===== src/rtl/rec2pol_pkg.sv =====
// Shared widths, angle constants and FSM encoding for the rec2pol scheduler.
package rec2pol_pkg;
    localparam int XW      = 13;
    localparam int AW      = 19;
    localparam int FRAC    = 10;
    localparam int ANG_180 = 180 << FRAC;

    typedef enum logic [2:0] {IDLE, ISSUE, WAIT, CAPT, DONE} state_t;
endpackage


===== src/rtl/rr_arbiter.sv =====
// Combinational round-robin pick: first set req at or after ptr, wrapping.
module rr_arbiter #(
    parameter int NREQ = 4,
    parameter int PW   = 2
) (
    input  logic [NREQ-1:0] req,
    input  logic [PW-1:0]   ptr,
    output logic [PW-1:0]   gnt,
    output logic            vld
);
    always_comb begin
        gnt = ptr;
        vld = 1'b0;
        // Walk farthest-first so the nearest set request wins the last assignment
        for (int i = NREQ - 1; i >= 0; i--) begin
            int idx;
            idx = int'(ptr) + i;
            if (idx >= NREQ) idx = idx - NREQ;
            if (req[idx]) begin
                gnt = PW'(idx);
                vld = 1'b1;
            end
        end
    end
endmodule


===== src/rtl/rec2pol_sched.sv =====
// Time-shares one rec2pol_2step CORDIC core among NREQ requesters, round-robin.
// Define REC2POL_QUAD_EN for full-circle support (x<0 pre-negated, +/-180 deg fix-up).
module rec2pol_sched #(
    parameter int NREQ    = 4,
    parameter int XW      = rec2pol_pkg::XW,
    parameter int AW      = rec2pol_pkg::AW,
    parameter int LATENCY = 8
) (
    input  logic               clock,
    input  logic               reset,
    input  logic [NREQ-1:0]    req,
    input  logic [NREQ*XW-1:0] x_in,
    input  logic [NREQ*XW-1:0] y_in,
    output logic [NREQ-1:0]    done,
    output logic [AW-1:0]      angle_out,
    output logic [2:0]         ch_out,
    output logic               busy,
    output logic               r2p_start,
    output logic               r2p_enable,
    output logic [XW-1:0]      r2p_x,
    output logic [XW-1:0]      r2p_y,
    input  logic [AW-1:0]      r2p_angle
);
    import rec2pol_pkg::*;

    localparam int PW = (NREQ > 1) ? $clog2(NREQ) : 1;
    localparam int CW = (LATENCY > 1) ? $clog2(LATENCY) : 1;

    state_t        state;
    logic [PW-1:0] ptr, gnt, pick;
    logic          pick_vld;
    logic [CW-1:0] cnt;
    logic [XW-1:0] xs, ys, xc, yc;
    logic [AW-1:0] ang_post;

    rr_arbiter #(.NREQ(NREQ), .PW(PW)) u_arb (
        .req (req),
        .ptr (ptr),
        .gnt (pick),
        .vld (pick_vld)
    );

    assign xs   = x_in[int'(pick)*XW +: XW];
    assign ys   = y_in[int'(pick)*XW +: XW];
    assign busy = (state != IDLE);

`ifdef REC2POL_QUAD_EN
    localparam logic [AW-1:0] A180 = AW'(ANG_180);

    logic flip, flip_q, ypos_q;

    // -(-2^(XW-1)) has no positive twin; clamp to the largest positive value
    function automatic logic [XW-1:0] sat_neg(input logic [XW-1:0] v);
        if (v == {1'b1, {(XW-1){1'b0}}}) return {1'b0, {(XW-1){1'b1}}};
        return -v;
    endfunction

    assign flip     = xs[XW-1];
    assign xc       = flip ? sat_neg(xs) : xs;
    assign yc       = flip ? sat_neg(ys) : ys;
    assign ang_post = !flip_q ? r2p_angle : (ypos_q ? r2p_angle + A180 : r2p_angle - A180);
`else
    assign xc       = xs;
    assign yc       = ys;
    assign ang_post = r2p_angle;
`endif

    always_ff @(posedge clock) begin
        if (!reset) begin
            state      <= IDLE;
            ptr        <= '0;
            gnt        <= '0;
            cnt        <= '0;
            done       <= '0;
            angle_out  <= '0;
            ch_out     <= '0;
            r2p_start  <= 1'b0;
            r2p_enable <= 1'b0;
            r2p_x      <= '0;
            r2p_y      <= '0;
`ifdef REC2POL_QUAD_EN
            flip_q     <= 1'b0;
            ypos_q     <= 1'b0;
`endif
        end else begin
            done <= '0;
            case (state)
                IDLE: if (pick_vld) begin
                    gnt   <= pick;
                    r2p_x <= xc;
                    r2p_y <= yc;
`ifdef REC2POL_QUAD_EN
                    flip_q <= flip;
                    ypos_q <= !ys[XW-1];
`endif
                    state <= ISSUE;
                end
                ISSUE: begin
                    r2p_start  <= 1'b1;
                    r2p_enable <= 1'b1;
                    cnt        <= CW'(LATENCY - 1);
                    state      <= WAIT;
                end
                WAIT: begin
                    r2p_start  <= 1'b0;
                    r2p_enable <= 1'b1;
                    if (cnt == '0) state <= CAPT;
                    else           cnt   <= cnt - 1'b1;
                end
                CAPT: begin
                    r2p_enable <= 1'b0;
                    angle_out  <= ang_post;
                    ch_out     <= 3'(gnt);
                    state      <= DONE;
                end
                DONE: begin
                    done[gnt] <= 1'b1;
                    ptr       <= (gnt == PW'(NREQ - 1)) ? '0 : gnt + 1'b1;
                    state     <= IDLE;
                end
                default: state <= IDLE;
            endcase
        end
    end
endmodule


===== config.mk =====
export PLATFORM = sky130hd
export DESIGN_NAME = rec2pol_sched
export DESIGN_NICKNAME = d
export VERILOG_FILES = /design/src/rtl/rec2pol_pkg.sv /design/src/rtl/rr_arbiter.sv /design/src/rtl/rec2pol_sched.sv
export SDC_FILE = /design/constraint.sdc
export NUM_CORES = 1
export LEC_CHECK = 0
export ABC_CLOCK_PERIOD_IN_PS = 4800
export CORE_ASPECT_RATIO = 2
export CORE_MARGIN = 5
export CORE_UTILIZATION = 41
export CTS_BUF_LIST = sky130_fd_sc_hd__clkbuf_4 sky130_fd_sc_hd__clkbuf_8
export DETAILED_ROUTE_END_ITERATION = 10
export PLACE_DENSITY = 0.86
export SYNTH_ARGS = -nofsm -noshare
export SYNTH_HDL_FRONTEND = slang
export SYNTH_HIERARCHICAL = 1
export SYNTH_SLANG_ARGS = --single-unit

===== constraint.sdc =====
create_clock -name clock -period 4.8 [get_ports clock]
set_input_delay 0.48 -clock clock [delete_from_list [all_inputs] [get_ports clock]]
set_output_delay 0.48 -clock clock [all_outputs]
set_load 0.01 [all_outputs]

Yosys cells after proc, flatten, opt, wreduce, memory -nomap -nowiden
Cells that the tools add are included.
{"block": "totals", "ff_bits": 63, "latchBits": 0, "ramBits": 0, "rom_bits": 0, "input_bits": 129, "out_inout_bits": 55, "wordCells": 86, "mem_count": 0}
{"block": "op_classes", "n_addsub": 9, "multipliers": 1, "div": 0, "n_lt_le_gt_ge": 10, "eq_ne": 8, "shifts": 2, "muxes": 34, "bitwise": 0, "reduce_logical": 11}
{"op": "32-bit by 4-bit less-than comparator with 1-bit output (second input constant)", "n": 4}
{"op": "32-bit two-way mux", "n": 4}
{"op": "32-bit by 4-bit >= comparator with 1-bit output (second input constant)", "n": 3}
{"op": "32-bit by 4-bit subtractor with 32-bit output (second input constant)", "n": 3}
{"op": "52-bit by 32-bit indexed part select with 13-bit output", "n": 1}
{"op": "52-bit by 7-bit indexed part select with 13-bit output", "n": 1}
{"op": "1-bit two-way mux", "n": 13}
{"op": "3-bit case mux with 4 select lines", "n": 1}
{"op": "2-bit two-way mux", "n": 5}
{"op": "3-bit two-way mux", "n": 3}
{"op": "1-bit binary-select mux with 2-bit select", "n": 4}
{"op": "2-bit AND reduction", "n": 4}
{"op": "2-bit by 2-bit adder with 3-bit output (second input constant)", "n": 2}
{"op": "3-bit by 2-bit == test with 1-bit output (second input constant)", "n": 2}
{"op": "3-bit logical NOT", "n": 2}
{"op": "2-bit by 4-bit multiplier with 6-bit output (second input constant)", "n": 1}
{"op": "2-bit != test (second input constant)", "n": 3}
{"op": "3-bit case mux with 2 select lines", "n": 1}
{"op": "1-bit case mux with 2 select lines", "n": 2}
{"op": "2-bit nonzero test", "n": 2}
{"op": "2-bit by 3-bit subtractor with 4-bit output (second input constant)", "n": 1}
{"op": "2-bit by 1-bit adder with 3-bit output (second input constant)", "n": 1}
{"op": "3-bit by 1-bit == test with 1-bit output (second input constant)", "n": 1}
{"op": "3-bit == test (second input constant)", "n": 1}
{"op": "10 further kinds", "n": 10}

Logic depth before layout (Yosys ltp)
Gate-level depths: netlist of run 1.
{"block": "depth", "word_depth": 12, "depth_mapped": 7, "depth_no_buf": 5}

By module
Netlist of run 1, hierarchy kept.
{"module": "rec2pol_sched", "n_inst": 1, "cells_per_inst": 263, "area_each_um2": 2902.8}
{"module": "rr_arbiter", "n_inst": 1, "cells_per_inst": 16, "area_each_um2": 100.1}

Worst setup path before layout of run 1
OpenSTA, ideal clock, no wires.
{"block": "synth_timing", "path_type": "input to register", "from": "in req[0]", "to": "reg r2p_x[0]", "setup_time_ps": 117, "t_arrival_ps": 2231, "slack_ps": 2452, "cell_stages": 7, "n_path_buf": 2, "path_cell_list": "and2b_2 > or4_1 > nand2_1 > buf_2 > clkbuf_1 > mux4_2 > a22o_1"}
{"block": "synth_between", "elab_chain_len": 9, "word_cells_on_any_way": 23, "cone_classes": "1 x mul; 1 x shift; 20 x mux; 1 x reduce/logical"}
{"element": "from (decl)", "line_no": "rec2pol_sched.sv:11", "text": "input logic [NREQ-1:0] req,"}
{"element": "1-bit binary-select mux with 2-bit select", "line_no": "rr_arbiter.sv:19", "text": "if (req[idx]) begin"}
{"element": "1-bit two-way mux (not written as such) (2 in series)", "line_no": "rr_arbiter.sv:19"}
{"element": "2-bit two-way mux (3 in series)", "line_no": "rr_arbiter.sv:19"}
{"element": "2-bit two-way mux (*)", "line_no": "rr_arbiter.sv:19"}
{"element": "via pick[1]", "line_no": "rec2pol_sched.sv:30", "text": "logic [PW-1:0] ptr, gnt, pick;"}
{"element": "2-bit by 4-bit multiplier with 6-bit output (*)", "line_no": "rec2pol_sched.sv:43", "text": "assign xs = x_in[int'(pick)*XW +: XW];"}
{"element": "52-bit by 32-bit indexed part select with 13-bit output (*)", "line_no": "rec2pol_sched.sv:43"}
{"element": "to (signal assigned)", "line_no": "rec2pol_sched.sv:79", "text": "r2p_x <= '0;"}
{"element": "to (signal assigned)", "line_no": "rec2pol_sched.sv:90", "text": "r2p_x <= xc;"}
{"element": "to (decl)", "line_no": "rec2pol_sched.sv:20", "text": "output logic [XW-1:0] r2p_x,"}
Mark *: on every way through the listed nets, which the timed path passes. The rest lies on a longest branch. The select of a mux whose other input is x is not followed.
A chain may end at the register's enable or synchronous reset.

Worst setup path after layout of run 1
{"block": "layout_timing", "from": "in req[3]", "to": "reg r2p_x[11]"}
Same word-level chain as after synthesis.

==> results.py, run 1 <==
metrics = {
    "power_and_ir_drop": {
        "power_mw": 1.70,
        "cellLeakagePower_nw": 1.85,
        "p_per_area_nw_per_um2": 342,
        "ir_worst_vdd_uv": 311,
    },
    "logic_synthesis": {
        "synth-edff-count": 0,
        "yosysWarnings": 6,
        "netlist_area_um2": 3000,
        "synthArstFlopShare": 0,
        "synth_top_area_cell": "dfxtp_1",
        "synth_top_flop_cell": "dfxtp_1",
        "synth_top_area_share": 0.420,
        "synth.distinct_cells": 38,
        "syn-instance-count": 279,
        "ys_top_cells_by_area": "dfxtp_1 (42%), mux4_2 (19%), a22o_1 (7.6%), nand2_1 (5.6%), a21oi_1 (4.3%)",
        "syn_nets": 414,
        "synth_seq_cells": 63,
        "synth.avg_cell_area_um2": 10.8,
        "ys_seq_area_frac": 0.420,
    },
    "clocking": {
        "cts_tree": "built",
        "clkSinkCount": 63,
        "cts_buffers": 9,
        "cts_setup_buffers": 0,
        "cts_max_level": 3,
        "cts_resized": 0,
        "clk_latency_ns": 0.34,
        "clock_tree.root_cell": "clkbuf_8",
        "path_clk_slew_ns": 0.06,
        "cts_buffer_depth": 2,
        "ctsHoldBuffers": 0,
    },
    "routing": {
        "dr.pass1.iters": 6,
        "via_per_inst": 5.31,
        "vias": 2899,
        "drc": 0,
        "drtIter0Drc": 146,
        "wl_per_cell_um": 18.6,
        "routed_wl_mm": 10.2,
        "drtAntennaViolNets": 0,
    },
    "timing": {
        "finalSetupViolCount": 0,
        "slew_violations": 0,
        "fmax_mhz": 340,
        "fin_ws_ns": 1.86,
        "skew_ns": 0.00638,
        "max-slew-margin-rel": 0.249,
        "final.period_utilization": 0.613,
        "fin_setup_tns_ns": 0,
        "grt_setup_unrepaired": "no",
        "timing.hold.ws_ns": 0.454,
        "post-route-min-period_ns": 2.94,
        "max_slew.worst_pin.slew_ns": 1.12,
        "hold_viol": 0,
    },
    "grt": {
        "grt_start_max_net_pins": 33,
        "grt_use_total": 0.214,
        "gr-total-overflow": 0,
        "antenna_found_initial": 0,
        "grt_pass1_wl_mm": 15.1,
        "grt_pass1_vias": 2957,
    },
    "placement": {
        "dp_hpwl_mm": 7.88,
        "place_inst": 532,
        "numPortBuffers": 182,
        "place_congestion": 0.791,
        "placed_area_um2": 4810,
        "dp_slack_ns": 1.46,
    },
    "layout": {
        "final_cell_count_no_fill": 546,
        "final_cell_mix": "clkdlybuf4s50_1 (182), dfxtp_1 (63), nand2_1 (45)",
        "area_growth_pct": 66.0,
        "diodes": 0,
        "layout_commonest_cell": "clkdlybuf4s50_1",
        "fin_area_um2": 4980,
        "fin_util": 0.691,
        "layout.nets": 586,
        "layout-drive-gt1-share": 0.106,
        "fillers": 531,
    },
    "floorplan": {
        "start_util": 0.416,
        "dieArea_um2": 9240,
        "ios": 184,
        "core.rowCount": 44,
        "die_w_um": 70.5,
        "coreArea_um2": 7210,
        "die_h_um": 131,
    },
    "status": {
        "outcome": "complete, no violations",
    },
    "critical_path": {
        "r2r_end": "r2p_x[11]$_SDFFE_PN0P_",
        "crit_type": "in -> reg",
        "critPathArrivalTime_ns": 3.17,
        "startpoint_type": "primary input",
        "r2r_start": "ptr[0]$_SDFFE_PN0N_",
        "r2r_slack_ns": 2.19,
        "reg2regPathDepth": 5,
        "path_max_fanout": 27,
        "endpoint_kind": "flip-flop",
        "cp.required_ns": 5.03,
    },
    "worst_hold_path": {
        "hold_path_class": "reg -> reg",
        "min_path_cells": 2,
        "min_to": "angle_out[9]$_SDFFE_PN0P_",
        "holdCritStartpoint": "angle_out[9]$_SDFFE_PN0P_",
    },
    "job": {
        "max-cap-violations": 0,
    },
}
-- cell families (layout without fill, tap and decap cells) --
logic type / Yosys count / count (layout) / synth area share
xor gates and xnor gates: 1 / 1 / 0.00292
DFF: 63 / 63 / 0.420
other: 1 / 1 / 0.00125
AOI/OAI and AO/OA: 64 / 64 / 0.148
buffers and inverters: 30 / 205 / 0.0546
adders and majority gates: 6 / 6 / 0.0250
and+or+nand+nor: 83 / 83 / 0.137
muxes: 31 / 31 / 0.212
-- registers in the layout, indices dropped and copies added, names as in the netlist --
signal and count:
done 4, r2p_x 13, state 3, angle_out 19, gnt 2, ch_out 2
r2p_y 13, r2p_start 1, r2p_enable 1, ptr 2, cnt 3
-- Yosys cell counts, types with 2 or more instances --
cell,n
nand3_1,2
nand3b_1,2
nor3_1,3
o21ai_0,6
and2b_2,2
and3_1,5
buf_6,4
a21oi_1,26
mux4_2,26
ha_1,6
buf_2,8
inv_1,8
buf_4,3
nor2_1,12
a22o_1,26
and3b_1,2
mux2i_1,5
buf_1,2
clkbuf_1,5
nand2b_1,2
nand2_1,45
dfxtp_1,63
-- how the worst max path moves through the flow --
stage          slack, ns                endpoint    from
3_3_place_gp        1.54  r2p_x[11]$_SDFFE_PN0P_  req[3]
6_report            1.86  r2p_x[11]$_SDFFE_PN0P_  req[3]
4_1_cts             1.83  r2p_x[11]$_SDFFE_PN0P_  req[3]
2_1_floorplan       2.45   r2p_x[0]$_SDFFE_PN0P_  req[0]
5_1_grt             1.68  r2p_x[11]$_SDFFE_PN0P_  req[3]
3_5_place_dp        1.46  r2p_x[11]$_SDFFE_PN0P_  req[3]
-- critical path, stage by stage --
cell             delay [ns]
clkdlybuf4s50_1        0.56
and2b_2                0.23
o21ai_0                0.18
o221a_2                0.88
mux4_2                 0.60
a22o_1                 0.23
-- per-layer routing --
layer	share of wire	wire (um)	up-vias	track usage
li1	-	-	1361	-
met1	0.36	3620	1384	0.214
met2	0.53	5400	137	0.394
met3	0.093	940	17	0.0858
met4	0.019	198	0	0.0824
met5	0	0	-	0
-- final cells by class --
| class | count | area, um^2 | share of cell area |
|---|---|---|---|
| timing repair buffer | 183 | 1830 | 0.367 |
| multi-input combinational | 186 | 1580 | 0.317 |
| sequential | 63 | 1260 | 0.253 |
| clock buffer | 13 | 166 | 0.0334 |
| tap | 92 | 115 | 0.0231 |
| inverter | 8 | 30.0 | 0.00602 |
| clock inverter | 1 | 5.00 | 0.00100 |
-- power by group --
group          total, mW  switching, mW  internal (mW)  leakage [nW]
registers          0.684         0.0712          0.613         0.515
logic              0.607          0.247          0.361          1.25
clock network      0.413          0.192          0.221        0.0922
total               1.70          0.510           1.19          1.85
(Power assumes the default switching activity.)
==> run 2, diff against run 1 <==
--- a/config.mk
+++ b/config.mk
@@ -5,13 +5,13 @@
 export SDC_FILE = /design/constraint.sdc
 export NUM_CORES = 1
 export LEC_CHECK = 0
-export ABC_CLOCK_PERIOD_IN_PS = 4800
+export ABC_CLOCK_PERIOD_IN_PS = 2500
 export CORE_ASPECT_RATIO = 2
 export CORE_MARGIN = 5
-export CORE_UTILIZATION = 41
+export CORE_UTILIZATION = 35
 export CTS_BUF_LIST = sky130_fd_sc_hd__clkbuf_4 sky130_fd_sc_hd__clkbuf_8
 export DETAILED_ROUTE_END_ITERATION = 10
-export PLACE_DENSITY = 0.86
+export PLACE_DENSITY = 0.78
 export SYNTH_ARGS = -nofsm -noshare
 export SYNTH_HDL_FRONTEND = slang
 export SYNTH_HIERARCHICAL = 1
==> constraint.sdc (replaced) <==
create_clock -name clock -period 2.5 [get_ports clock]
set_input_delay 0.25 -clock clock [delete_from_list [all_inputs] [get_ports clock]]
set_output_delay 0.25 -clock clock [all_outputs]
set_load 0.01 [all_outputs]
==> results.py, run 2 (synthesis results as in run 1) <==
metrics = {
    "status": {
        "outcome": "complete, no violations",
    },
    "power_and_ir_drop": {
        "cellLeakagePower_nw": 1.89,
        "p_per_area_nw_per_um2": 652,
        "ir_worst_vdd_uv": 369,
        "power_mw": 3.31,
    },
    "floorplan": {
        "die_h_um": 141,
        "die_w_um": 75.5,
        "dieArea_um2": 10600,
        "start_util": 0.360,
        "core.rowCount": 47,
        "ios": 184,
        "coreArea_um2": 8350,
    },
    "routing": {
        "wl_per_cell_um": 19.4,
        "via_per_inst": 5.28,
        "routed_wl_mm": 10.8,
        "drc": 0,
        "drtIter0Drc": 124,
        "dr.pass1.iters": 4,
        "drtAntennaViolNets": 0,
        "vias": 2949,
    },
    "layout": {
        "layout.nets": 593,
        "regMostFlops": "angle_out",
        "area_growth_pct": 68.8,
        "final_cell_mix": "clkdlybuf4s50_1 (182), dfxtp_1 (63), nand2_1 (45)",
        "layout-drive-gt1-share": 0.117,
        "layout.area.seq_um2": 1260,
        "multiInputGateArea_um2": 1580,
        "fillers": 719,
        "top_regs": "angle_out x19, r2p_x x13, r2p_y x13",
        "largest_reg_flops": 19,
        "layout_commonest_cell": "clkdlybuf4s50_1",
        "diodes": 0,
    },
    "placement": {
        "place_congestion": 0.852,
        "dp_hpwl_mm": 8.53,
        "numPortBuffers": 182,
        "dp_slack_ns": -0.0539,
    },
    "clocking": {
        "cts_resized": 0,
        "clkSinkCount": 63,
        "cts_buffers": 9,
        "cts_setup_buffers": 0,
        "cts_tree": "built",
        "cts_max_level": 3,
        "ctsHoldBuffers": 0,
        "path_clk_slew_ns": 0.07,
        "clk_latency_ns": 0.34,
        "clock_tree.root_cell": "clkbuf_8",
        "cts_buffer_depth": 2,
    },
    "grt": {
        "grt_use_total": 0.199,
        "grt_pass1_wl_mm": 15.6,
        "use_met1": 0.194,
        "gr-total-overflow": 0,
        "antenna_found_initial": 0,
        "grt_start_max_net_pins": 32,
        "use_met2": 0.348,
        "grtUsageMet3": 0.0727,
        "grt-busiest-layer": "met2",
        "grt_pass1_vias": 2936,
    },
    "job": {
        "max-cap-violations": 0,
    },
    "timing": {
        "grt_setup_unrepaired": "no",
        "finalSetupViolCount": 0,
        "skew_ns": 0.00462,
        "post-route-min-period_ns": 2.17,
        "hold_viol": 0,
        "max-slew-margin-rel": 0.222,
        "max_slew.worst_pin.slew_ns": 1.17,
        "final.period_utilization": 0.868,
        "fin_ws_ns": 0.329,
        "fmax_mhz": 461,
        "fin_setup_tns_ns": 0,
        "slew_violations": 0,
    },
    "critical_path": {
        "critPathArrivalTime_ns": 2.46,
        "cp_slowest_stage_delay_ns": 0.90,
        "slowest_stage": "nor2_2",
        "critPathTopFamily": "simple AND/OR/NAND/NOR gates",
        "endpoint_kind": "flip-flop",
        "cp.required_ns": 2.78,
        "critical_path_buf_inv_count": 2,
        "path_max_fanout": 26,
        "crit_type": "in -> reg",
        "path_cells": "clkdlybuf4s50_1, buf_4, nor2_1, nand2_1, nor4b_4, nor2_2, a22o_1",
        "startpoint_type": "primary input",
    },
    "worst_hold_path": {
        "hold_path_class": "reg -> reg",
    },
}
[run 2: final timing paths]
check,cells past startpoint,start,slack [ns],endpoint
max,7,req[3],0.33,r2p_x[5]$_SDFFE_PN0P_
min,2,ch_out[0]$_SDFFE_PN0P_,0.45,ch_out[0]$_SDFFE_PN0P_
max reg2reg,6,ptr[0]$_SDFFE_PN0N_,0.36,r2p_x[11]$_SDFFE_PN0P_
min reg2reg,2,ch_out[0]$_SDFFE_PN0P_,0.45,ch_out[0]$_SDFFE_PN0P_
[run 2: area by class of cell]
cell class                      instances  area share
Timing Repair Buffer                  190       0.376
Multi-Input combinational cell        186       0.311
Sequential cell                        63       0.249
Clock buffer                           12      0.0326
Tap cell                               98      0.0242
Inverter                                8     0.00592
Clock inverter                          1    0.000987
[run 2: stage by stage]
step / std cells / cell area [um^2] / hold WS [ns] / utilization
after CTS: 558 / 5070 / 0.433 / 0.607
after floorplan: 279 / 3000 / 0.383 / -
after global placement: 545 / 4900 / 0.443 / 0.587
after global routing: 558 / 5070 / 0.448 / 0.607
after detailed placement: 545 / 4900 / 0.447 / 0.587
final: 558 / 5070 / 0.452 / 0.607
[run 2: power breakdown]
group | switching [mW] | internal, mW | leakage [nW] | total, mW
Combinational | 0.485 | 0.711 | 1.29 | 1.20
Clock | 0.370 | 0.423 | 0.0902 | 0.793
Sequential | 0.139 | 1.18 | 0.515 | 1.32
Total | 0.994 | 2.31 | 1.89 | 3.31
[run 2: routing by layer]
| layer | wire (um) | share of wire |
|---|---|---|
| met1 | 3500 | 0.32 |
| met2 | 5550 | 0.51 |
| met3 | 1400 | 0.13 |
| met4 | 385 | 0.036 |
| met5 | 0 | 0 |
[run 2: worst min-delay path: cells and delay by family (launching register included)]
kind             cells  cell delay (ns)
flip-flops           1             0.31
AND/OR/NAND/NOR      1             0.05
AO/OA/AOI/OAI        1             0.05
